[config.mk]
export PLATFORM = sky130hd
export DESIGN_NAME = rr_selector_flat
export DESIGN_NICKNAME = d
export VERILOG_FILES = /design/src/rtl/rr_selector_pkg.sv /design/src/rtl/rr_selector_if.sv /design/src/rtl/rr_selector_arbiter.sv /design/src/rtl/rr_selector.sv /design/src/flat_wrapper.sv
export SDC_FILE = /design/constraint.sdc
export NUM_CORES = 1
export LEC_CHECK = 0
export CORE_MARGIN = 4
export CORE_UTILIZATION = 30
export DETAILED_ROUTE_END_ITERATION = 16
export SYNTH_ARGS = -nofsm -noshare
export SYNTH_HDL_FRONTEND = slang
export SYNTH_SLANG_ARGS = --single-unit
export TNS_END_PERCENT = 10
[constraint.sdc]
create_clock -name iCLK -period 3.8 [get_ports iCLK]
set_clock_uncertainty 0.2 [all_clocks]
set_input_delay 0.76 -clock iCLK [delete_from_list [all_inputs] [get_ports iCLK]]
set_output_delay 0.76 -clock iCLK [all_outputs]
set_load 0.01 [all_outputs]
[src/rtl/rr_selector_pkg.sv]
// Shared constants and helpers for the registered N-channel round-robin selector.
package selector_pkg;

  localparam logic MODE_DIRECT = 1'b0;
  localparam logic MODE_RR     = 1'b1;

  // Channel-index width that never collapses to zero, even for N_CH <= 2.
  function automatic int clog2_min1(input int n);
    return (n <= 2) ? 1 : $clog2(n);
  endfunction

endpackage

[src/rtl/rr_selector_if.sv]
// Producer/consumer bundle of rr_selector: N input channels in, one registered item out.
interface rr_selector_if #(
  parameter int N_CH = 4,
  parameter int W    = 4
);
  import selector_pkg::*;

  localparam int SEL_W = clog2_min1(N_CH);

  // Handshake: a producer transfer happens on a cycle where iValid[k] && oReady[k];
  // the output item is consumed on a cycle where oValid && iReady. oReady is
  // combinational from iValid/iMode/iSel/iReady, so producers must not make
  // iValid depend on oReady.
  logic [N_CH*W-1:0] iC;
  logic [N_CH-1:0]   iValid;
  logic [N_CH-1:0]   oReady;
  logic              iMode;
  logic [SEL_W-1:0]  iSel;
  logic [W-1:0]      oZ;
  logic              oValid;
  logic [SEL_W-1:0]  oCh;
  logic              iReady;
  logic [SEL_W-1:0]  dbg_ptr;

  modport slave (
    input  iC, iValid, iMode, iSel, iReady,
    output oReady, oZ, oValid, oCh, dbg_ptr
  );

  modport master (
    output iC, iValid, iMode, iSel, iReady,
    input  oReady, oZ, oValid, oCh, dbg_ptr
  );

endinterface

[src/rtl/rr_selector_arbiter.sv]
// Combinational rotating-priority arbiter: first requester at or after ptr wins.
module rr_arbiter import selector_pkg::*; #(
  parameter  int N_CH  = 4,
  localparam int SEL_W = clog2_min1(N_CH)
) (
  input  logic [N_CH-1:0]  req_i,
  input  logic [SEL_W-1:0] ptr_i,
  output logic [N_CH-1:0]  gnt_oh_o,
  output logic [SEL_W-1:0] gnt_idx_o,
  output logic             gnt_valid_o
);

  logic [2*N_CH-1:0] dbl;
  logic [N_CH-1:0]   rot;
  int                first;
  int                idx;

  // Shifting the doubled vector right by ptr puts channel ptr at bit 0,
  // so the lowest set bit of rot is the winner in rotated coordinates.
  always_comb begin
    dbl         = {req_i, req_i};
    rot         = N_CH'(dbl >> ptr_i);
    first       = N_CH;
    for (int j = N_CH - 1; j >= 0; j--) begin
      if (rot[j]) first = j;
    end
    idx         = int'(ptr_i) + first;
    if (idx >= N_CH) idx = idx - N_CH;
    gnt_valid_o = (first < N_CH);
    gnt_oh_o    = '0;
    gnt_idx_o   = '0;
    if (first < N_CH) begin
      gnt_idx_o = SEL_W'(idx);
      for (int k = 0; k < N_CH; k++) begin
        if (k == idx) gnt_oh_o[k] = 1'b1;
      end
    end
  end

endmodule

[src/rtl/rr_selector.sv]
// N-channel selector (direct or round-robin) feeding a one-entry registered output stage.
module rr_selector import selector_pkg::*; #(
  parameter int N_CH = 4,
  parameter int W    = 4
) (
  input  logic         iCLK,
  input  logic         iRST,
  rr_selector_if.slave bus
);

  localparam int SEL_W = clog2_min1(N_CH);

  logic [SEL_W-1:0] ptr_q, ptr_d;
  logic [W-1:0]     z_q, z_d;
  logic [SEL_W-1:0] ch_q, ch_d;
  logic             valid_q, valid_d;

  logic [N_CH-1:0]  rr_oh;
  logic [SEL_W-1:0] rr_idx;
  logic             rr_valid;

  logic [N_CH-1:0]  gnt_oh;
  logic [SEL_W-1:0] gnt_idx;
  logic             gnt_valid;
  logic [W-1:0]     gnt_data;
  logic             free;
  logic             xfer;

  rr_arbiter #(.N_CH(N_CH)) u_arb (
    .req_i      (bus.iValid),
    .ptr_i      (ptr_q),
    .gnt_oh_o   (rr_oh),
    .gnt_idx_o  (rr_idx),
    .gnt_valid_o(rr_valid)
  );

  // Direct mode matches iSel against every legal index, so iSel >= N_CH grants nothing.
  always_comb begin
    gnt_oh    = '0;
    gnt_idx   = '0;
    gnt_valid = 1'b0;
    if (bus.iMode == MODE_RR) begin
      gnt_oh    = rr_oh;
      gnt_idx   = rr_idx;
      gnt_valid = rr_valid;
    end else begin
      for (int k = 0; k < N_CH; k++) begin
        if ((bus.iSel == SEL_W'(k)) && bus.iValid[k]) gnt_oh[k] = 1'b1;
      end
      gnt_idx   = bus.iSel;
      gnt_valid = |gnt_oh;
    end
  end

  always_comb begin
    gnt_data = '0;
    for (int k = 0; k < N_CH; k++) begin
      if (gnt_oh[k]) gnt_data = gnt_data | bus.iC[k*W +: W];
    end
  end

  assign free = !valid_q || bus.iReady;
  assign xfer = gnt_valid && free && !iRST;

  always_comb begin
    ptr_d   = ptr_q;
    z_d     = z_q;
    ch_d    = ch_q;
    valid_d = valid_q && !bus.iReady;
    if (xfer) begin
      z_d     = gnt_data;
      ch_d    = gnt_idx;
      valid_d = 1'b1;
      if (bus.iMode == MODE_RR) begin
        ptr_d = (int'(gnt_idx) == N_CH - 1) ? '0 : gnt_idx + SEL_W'(1);
      end
    end
  end

  always_ff @(posedge iCLK or posedge iRST) begin
    if (iRST) begin
      ptr_q   <= '0;
      z_q     <= '0;
      ch_q    <= '0;
      valid_q <= 1'b0;
    end else begin
      ptr_q   <= ptr_d;
      z_q     <= z_d;
      ch_q    <= ch_d;
      valid_q <= valid_d;
    end
  end

  assign bus.oReady  = xfer ? gnt_oh : '0;
  assign bus.oZ      = z_q;
  assign bus.oValid  = valid_q;
  assign bus.oCh     = ch_q;
  assign bus.dbg_ptr = ptr_q;

endmodule

[src/flat_wrapper.sv]
// flat-port wrapper written by rule: the top's interface ports become plain ports
module rr_selector_flat import selector_pkg::*;
#(
  parameter int N_CH = 4,
  parameter int W    = 4
)
  (iCLK, iRST, bus_iC, bus_iValid, bus_iMode, bus_iSel, bus_iReady, bus_oReady, bus_oZ, bus_oValid, bus_oCh, bus_dbg_ptr);
  rr_selector_if #(.N_CH(N_CH), .W(W)) bus_i ();
  input  logic iCLK;
  input  logic iRST;
  input wire logic [$bits(bus_i.iC)-1:0] bus_iC;
  input wire logic [$bits(bus_i.iValid)-1:0] bus_iValid;
  input wire logic [$bits(bus_i.iMode)-1:0] bus_iMode;
  input wire logic [$bits(bus_i.iSel)-1:0] bus_iSel;
  input wire logic [$bits(bus_i.iReady)-1:0] bus_iReady;
  output wire logic [$bits(bus_i.oReady)-1:0] bus_oReady;
  output wire logic [$bits(bus_i.oZ)-1:0] bus_oZ;
  output wire logic [$bits(bus_i.oValid)-1:0] bus_oValid;
  output wire logic [$bits(bus_i.oCh)-1:0] bus_oCh;
  output wire logic [$bits(bus_i.dbg_ptr)-1:0] bus_dbg_ptr;
  assign bus_i.iC = bus_iC;
  assign bus_i.iValid = bus_iValid;
  assign bus_i.iMode = bus_iMode;
  assign bus_i.iSel = bus_iSel;
  assign bus_i.iReady = bus_iReady;
  assign bus_oReady = bus_i.oReady;
  assign bus_oZ = bus_i.oZ;
  assign bus_oValid = bus_i.oValid;
  assign bus_oCh = bus_i.oCh;
  assign bus_dbg_ptr = bus_i.dbg_ptr;
  rr_selector #(.N_CH(N_CH), .W(W)) u_core (.iCLK(iCLK), .iRST(iRST), .bus(bus_i));
endmodule
* Yosys cells after proc, flatten, opt, wreduce, memory -nomap -nowiden
Index checks and enable logic that the tools add are counted.
Storage, ports and cells: bits in registers 9, bits of input ports 26, word-level logic and storage cells 64
Operators by class: add/sub/neg operators 3, $lt $le $gt $ge 2, eq/ne operators 7, shift-type cells 1, mux-type cells 29, bitwise logic cells 3, reductions and logical operators 15
Operators by type and width (count):
- 32-bit two-way mux | 4
- 3-bit by 32-bit == test with 1-bit output (first input constant) | 2
- 3-bit by 32-bit adder with 32-bit output | 1
- 2-bit by 32-bit == test with 1-bit output (first input constant) | 1
- 32-bit by 4-bit greater-or-equal comparator with 1-bit output (second input constant) | 1
- 32-bit logical NOT | 1
- 32-bit by 4-bit < comparator with 1-bit output (second input constant) | 1
- 32-bit by 4-bit subtractor with 32-bit output (second input constant) | 1
- 4-bit two-way mux | 7
- 1-bit two-way mux | 14
- 4-bit bitwise OR | 3
- 8-bit by 2-bit right shift with 4-bit output | 1
- 1-bit logical AND | 7
- 2-bit two-way mux | 3
- 2-bit by 1-bit == test with 1-bit output (second input constant) | 2
- 2-bit == test (second input constant) | 2
- 4-bit OR reduction | 1
- 1-bit logical NOT | 3
- 3-bit two-way mux | 1
- 2-bit by 1-bit adder with 2-bit output (second input constant) | 1
- 2-bit logical NOT | 1
- 2-bit AND reduction | 1
- 1-bit logical OR | 1

* Depth between registers and ports, before layout
depth in word-level cells 19, mapped depth 13, mapped depth without buffers 11

* By module
A second synthesis with hierarchy kept.
Unflattened totals: cell total of the unflattened synthesis 101, area, all modules 875.8 µm²
By module, submodules not included:
- rr_selector | instances 1, cells an instance 71, area each 628.1 µm²
- rr_arbiter | instances 1, cells an instance 30, area each 247.7 µm²

* Least setup slack after synthesis
Ideal clock, no wire load.
kind input to output, start point input port bus_iValid[1], end point output port bus_oReady[0], arrival 2914 ps, required time 2840 ps, path slack -74 ps, cell stages on the path 11, path buffers 2, cell sequence clkbuf_1 or3b_2 a21oi_1 a21oi_1 o221ai_1 ha_1 fa_1 clkbuf_1 nor3_1 nor2_1 nor2_1
On the way: cells in the longest elaborated chain, start to end 13, elaborated cells between the ends (all ways) 22
RTL lines:
- from (decl) | line flat_wrapper.sv:12 | input wire logic [$bits(bus_i.iValid)-1:0] bus_iValid;
- 8-bit by 2-bit right shift with 4-bit output | line rr_selector_arbiter.sv:22 | rot = N_CH'(dbl >> ptr_i);
- 3-bit two-way mux | line rr_selector_arbiter.sv:25 | if (rot[j]) first = j;
- 32-bit two-way mux (3 in series) | line rr_selector_arbiter.sv:25
- 3-bit by 32-bit adder with 32-bit output | line rr_selector_arbiter.sv:27 | idx = int'(ptr_i) + first;
- 32-bit by 4-bit subtractor with 32-bit output / 32-bit by 4-bit greater-or-equal comparator with 1-bit output (equally long branches) | line rr_selector_arbiter.sv:28 | if (idx >= N_CH) idx = idx - N_CH;
- 32-bit two-way mux | line rr_selector_arbiter.sv:28
- 32-bit logical NOT | line rr_selector_arbiter.sv:35 | if (k == idx) gnt_oh_o[k] = 1'b1;
- 1-bit two-way mux | line rr_selector_arbiter.sv:35
- 4-bit two-way mux | line rr_selector_arbiter.sv:32 | if (first < N_CH) begin
- 4-bit two-way mux | line rr_selector.sv:42 | if (bus.iMode == MODE_RR) begin
- 4-bit two-way mux (*) | line rr_selector.sv:94 | assign bus.oReady = xfer ? gnt_oh : '0;
- to (decl) | line flat_wrapper.sv:16 | output wire logic [$bits(bus_i.oReady)-1:0] bus_oReady;
Mark *: on every way between the ends. The rest lies on a longest branch, timed or not. The select of a mux whose other input is x is not followed.

* Worst setup path after layout
start point input port bus_iValid[0], end point output port bus_oReady[2]
On the way: cells in the longest elaborated chain, start to end 13, elaborated cells between the ends (all ways) 22
RTL lines (line):
- 8-bit by 2-bit right shift with 4-bit output | rr_selector_arbiter.sv:22
- 3-bit two-way mux | rr_selector_arbiter.sv:25
- 32-bit two-way mux (3 in series) | rr_selector_arbiter.sv:25
- 3-bit by 32-bit adder with 32-bit output | rr_selector_arbiter.sv:27
- 32-bit by 4-bit subtractor with 32-bit output / 32-bit by 4-bit greater-or-equal comparator with 1-bit output (equally long branches) | rr_selector_arbiter.sv:28
- 32-bit two-way mux | rr_selector_arbiter.sv:28
- 3-bit by 32-bit == test with 1-bit output | rr_selector_arbiter.sv:35
- 1-bit two-way mux | rr_selector_arbiter.sv:35
- 4-bit two-way mux | rr_selector_arbiter.sv:32
- 4-bit two-way mux | rr_selector.sv:42
- 4-bit two-way mux (*) | rr_selector.sv:94
Marked as above.

==> flow_summary_export.csv <==
group,metric,value,unit
finish,n_antenna_cell,0,
placement,dp.final_hpwl,2358,µm
global_route,grt_overflow_total,0,
setup_path,end_kind,"primary output",
global_route,grt_pass1_vias,1086,
sta,fmax,269.5,MHz
floorplan,pin_count,39,
yosys,netlist-cell-type-count,35,
power_and_ir_drop,p_per_area,644.6,mW/mm²
setup_path,crit_fanout,3,
drt,vias,1087,
clock_tree,clk_path_buf_depth,2,
placement,gp_congestion,0.8080,
yosys,synth-edff-count,0,
setup_path,crit_path_start_kind,"input pin",
clock_tree,worstSkewPairLatency,250,ps
global_route,grt_max_degree,13,
setup_path,crit_required,2840,ps
worst_hold_path,holdCritPathClass,"reg -> reg",
sta,finalCritPeriodShare,97.63,%
setup_path,worstSetupPathType,"in -> out",
placement,placed_area,0.001506,mm²
floorplan,rows,20,
floorplan,dieArea,0.004334,mm²
drt,drc,0,
global_route,grt_pass1_wl,4981,µm
setup_path,cp_data_arrival_time,2750,ps
sta,rsz0062_at_grt,"no",
finish,final_area,0.001614,mm²
global_route,grt_util_all_layers,14.70,%
sta,post-route-min-period,3710,ps
finish,final_cell_mix,"clkdlybuf4s50_1, buf_4, nor2_1, dfrtp_1",
floorplan,fp.dieW,65.84,µm
clock_tree,cts_hold_buf,0,
setup_path,worstReg2RegEnd,"u_core.bus.dbg_ptr[1]",
global_route,antenna_found_initial,0,
drt,drt_pre_antenna_iters,4,
sta,worst_slew_pin_slew,677.4,ps
drt,viasPerCell,5.176,
setup_path,reg2reg_slack,530,ps
power_and_ir_drop,ir_worst_vdd,0.0002361,V
sta,setup_violations,0,
setup_path,crit_start,"bus_iValid[0]",
drt,detail_route.iter0.violations,60,
drt,wl_per_cell,14.59,µm
sta,slew_headroom,54.22,%
yosys,syn_avg_cell_area,8.959,µm²
yosys,async_reset_ff_share,100.0,%
placement,port-buffer-count,38,
finish,final_net_count,196,
status,status,"finished clean",
clock_tree,cts_made_buffers,3,
yosys,ys_ff_latch,9,
floorplan,initial_core_util,32.08,%
finish,fillers,315,
drt,drt-total-wl,3064,µm
run,maxCapViolCount,0,
setup_path,reg2reg_depth,14,
finish,drive_gt1_share,33.13,%
drt,final_antenna_net_count,0,
finish,area_delta_synth_final,60.85,%
clock_tree,cts-htree-levels,1,
yosys,synth-main-ff-cell,"dfrtp_1",
clock_tree,clkTransAtPathRegs,60,ps
floorplan,die_h,65.84,µm
clock_tree,cts.sinks,9,
yosys,syn_inst,112,
finish,final_common_cell,"clkdlybuf4s50_1",
clock_tree,cts_tree,"done",
sta,maxSlewViolCount,0,
floorplan,core_area,0.003128,mm²
yosys,synth.cell_area,0.001003,mm²
clock_tree,cts-root-buf,"clkbuf_4",
yosys,syn-num-nets,141,
sta,finalHoldViolations,0,
yosys,yosys_warnings,0,
power_and_ir_drop,total_leakage_power,0.0006944,µW
setup_path,crit_path_end,"bus_oReady[2]",
finish,fin_util,51.60,%
setup_path,r2r_start,"u_core.bus.dbg_ptr[0]",
yosys,yosysSeqAreaShare,22.44,%
==> area by class of cell <==
type	count	area (µm²)	area share [%]
clock buffers	4	26.28	1.628
multi-input cells	88	742.0	45.97
repair buffers	60	546.8	33.88
inverters	5	18.77	1.163
flip-flops and latches	9	225.2	13.95
well taps	44	55.05	3.411
==> per-stage QoR <==
step	TNS (ps)	worst slack (ps)	instances	total power (µW)	hold WS, ps
6_report	0	89.96	210	1040	308.3
5_1_grt	0	12.18	210	1119	319.1
4_1_cts	0	13.92	209	1009	308.0
3_5_place_dp	-2777	-708.9	201	839.0	293.7
3_3_place_gp	-2622	-667.0	201	822.8	290.8
2_1_floorplan	0	9.463	112	550.8	350.0
==> power by group <==
part	switching, µW	total [µW]	internal, µW
Clock	30.6	70.9	40.3
Sequential	37.5	175	138
Combinational	340	794	454
==> cells in the mapped netlist (3+ instances only) <==
library cell  instances  share of area [%]
a22oi_1               8                6.0
a31oi_1               3                1.9
buf_6                 3                3.4
clkbuf_1              6                2.2
dfrtp_1               9                 22
inv_1                 5                1.9
mux2_2                7                7.9
mux2_4                5                7.5
mux2i_1               8                8.0
nand2_1               3                1.1
nand3_1               4                2.0
nand4_1               4                2.5
nor2_1               11                4.1
nor3_1                5                2.5
or3_1                 4                2.5
==> worst max-delay path, stage by stage <==
cell,delay [ps]
buf_6,90
or3b_4,370
a21oi_2,140
a21oi_1,50
o221ai_1,100
ha_2,210
fa_2,460
buf_6,150
buf_6,110
a31oi_4,110
nor2_1,60
buf_2,130
==> registers in the layout (all words and copies together) (netlist names) <==
signal              cells
u_core.bus.oValid       1
u_core.bus.oZ           4
u_core.bus.oCh          2
u_core.bus.dbg_ptr      2
==> what timing repair did <==
item / CTS / global route
resized for setup: 36 / 11
endpoints found under the setup margin: 4 / 4
setup buffers: 4 / 1
pin swaps: 11 / 8
==> cells by family after synthesis <==
logic type | count (synthesis) | share of synthesized area [%]
compound gates | 23 | 18.46
flops | 9 | 22.44
mux | 20 | 23.32
buf+inv | 15 | 7.855
simple gates | 42 | 23.44
fa+ha+maj | 3 | 4.488
==> how the worst min path moves through the flow <==
| stage | from | to | slack [ps] | depth (start not counted) |
|---|---|---|---|---|
| floorplan | u_core.bus.oZ[2] | u_core.bus.oZ[2] | 350 | 1 |
| global placement | u_core.bus.oZ[2] | u_core.bus.oZ[2] | 290 | 1 |
| detailed placement | u_core.bus.oZ[2] | u_core.bus.oZ[2] | 290 | 1 |
| CTS | u_core.bus.oZ[2] | u_core.bus.oZ[2] | 310 | 1 |
| global route | u_core.bus.oZ[2] | u_core.bus.oZ[2] | 320 | 1 |
| finish | u_core.bus.oCh[1] | u_core.bus.oCh[1] | 310 | 1 |
==> routing by layer <==
layer	track usage, %	vias up	wire length [µm]
li1	-	531	-
met1	18.86	515	1366
met2	24.41	39	1511
met3	1.531	2	172
met4	6.995	0	14
met5	0	-	0
No activity file was read; power rests on OpenSTA's default activity.
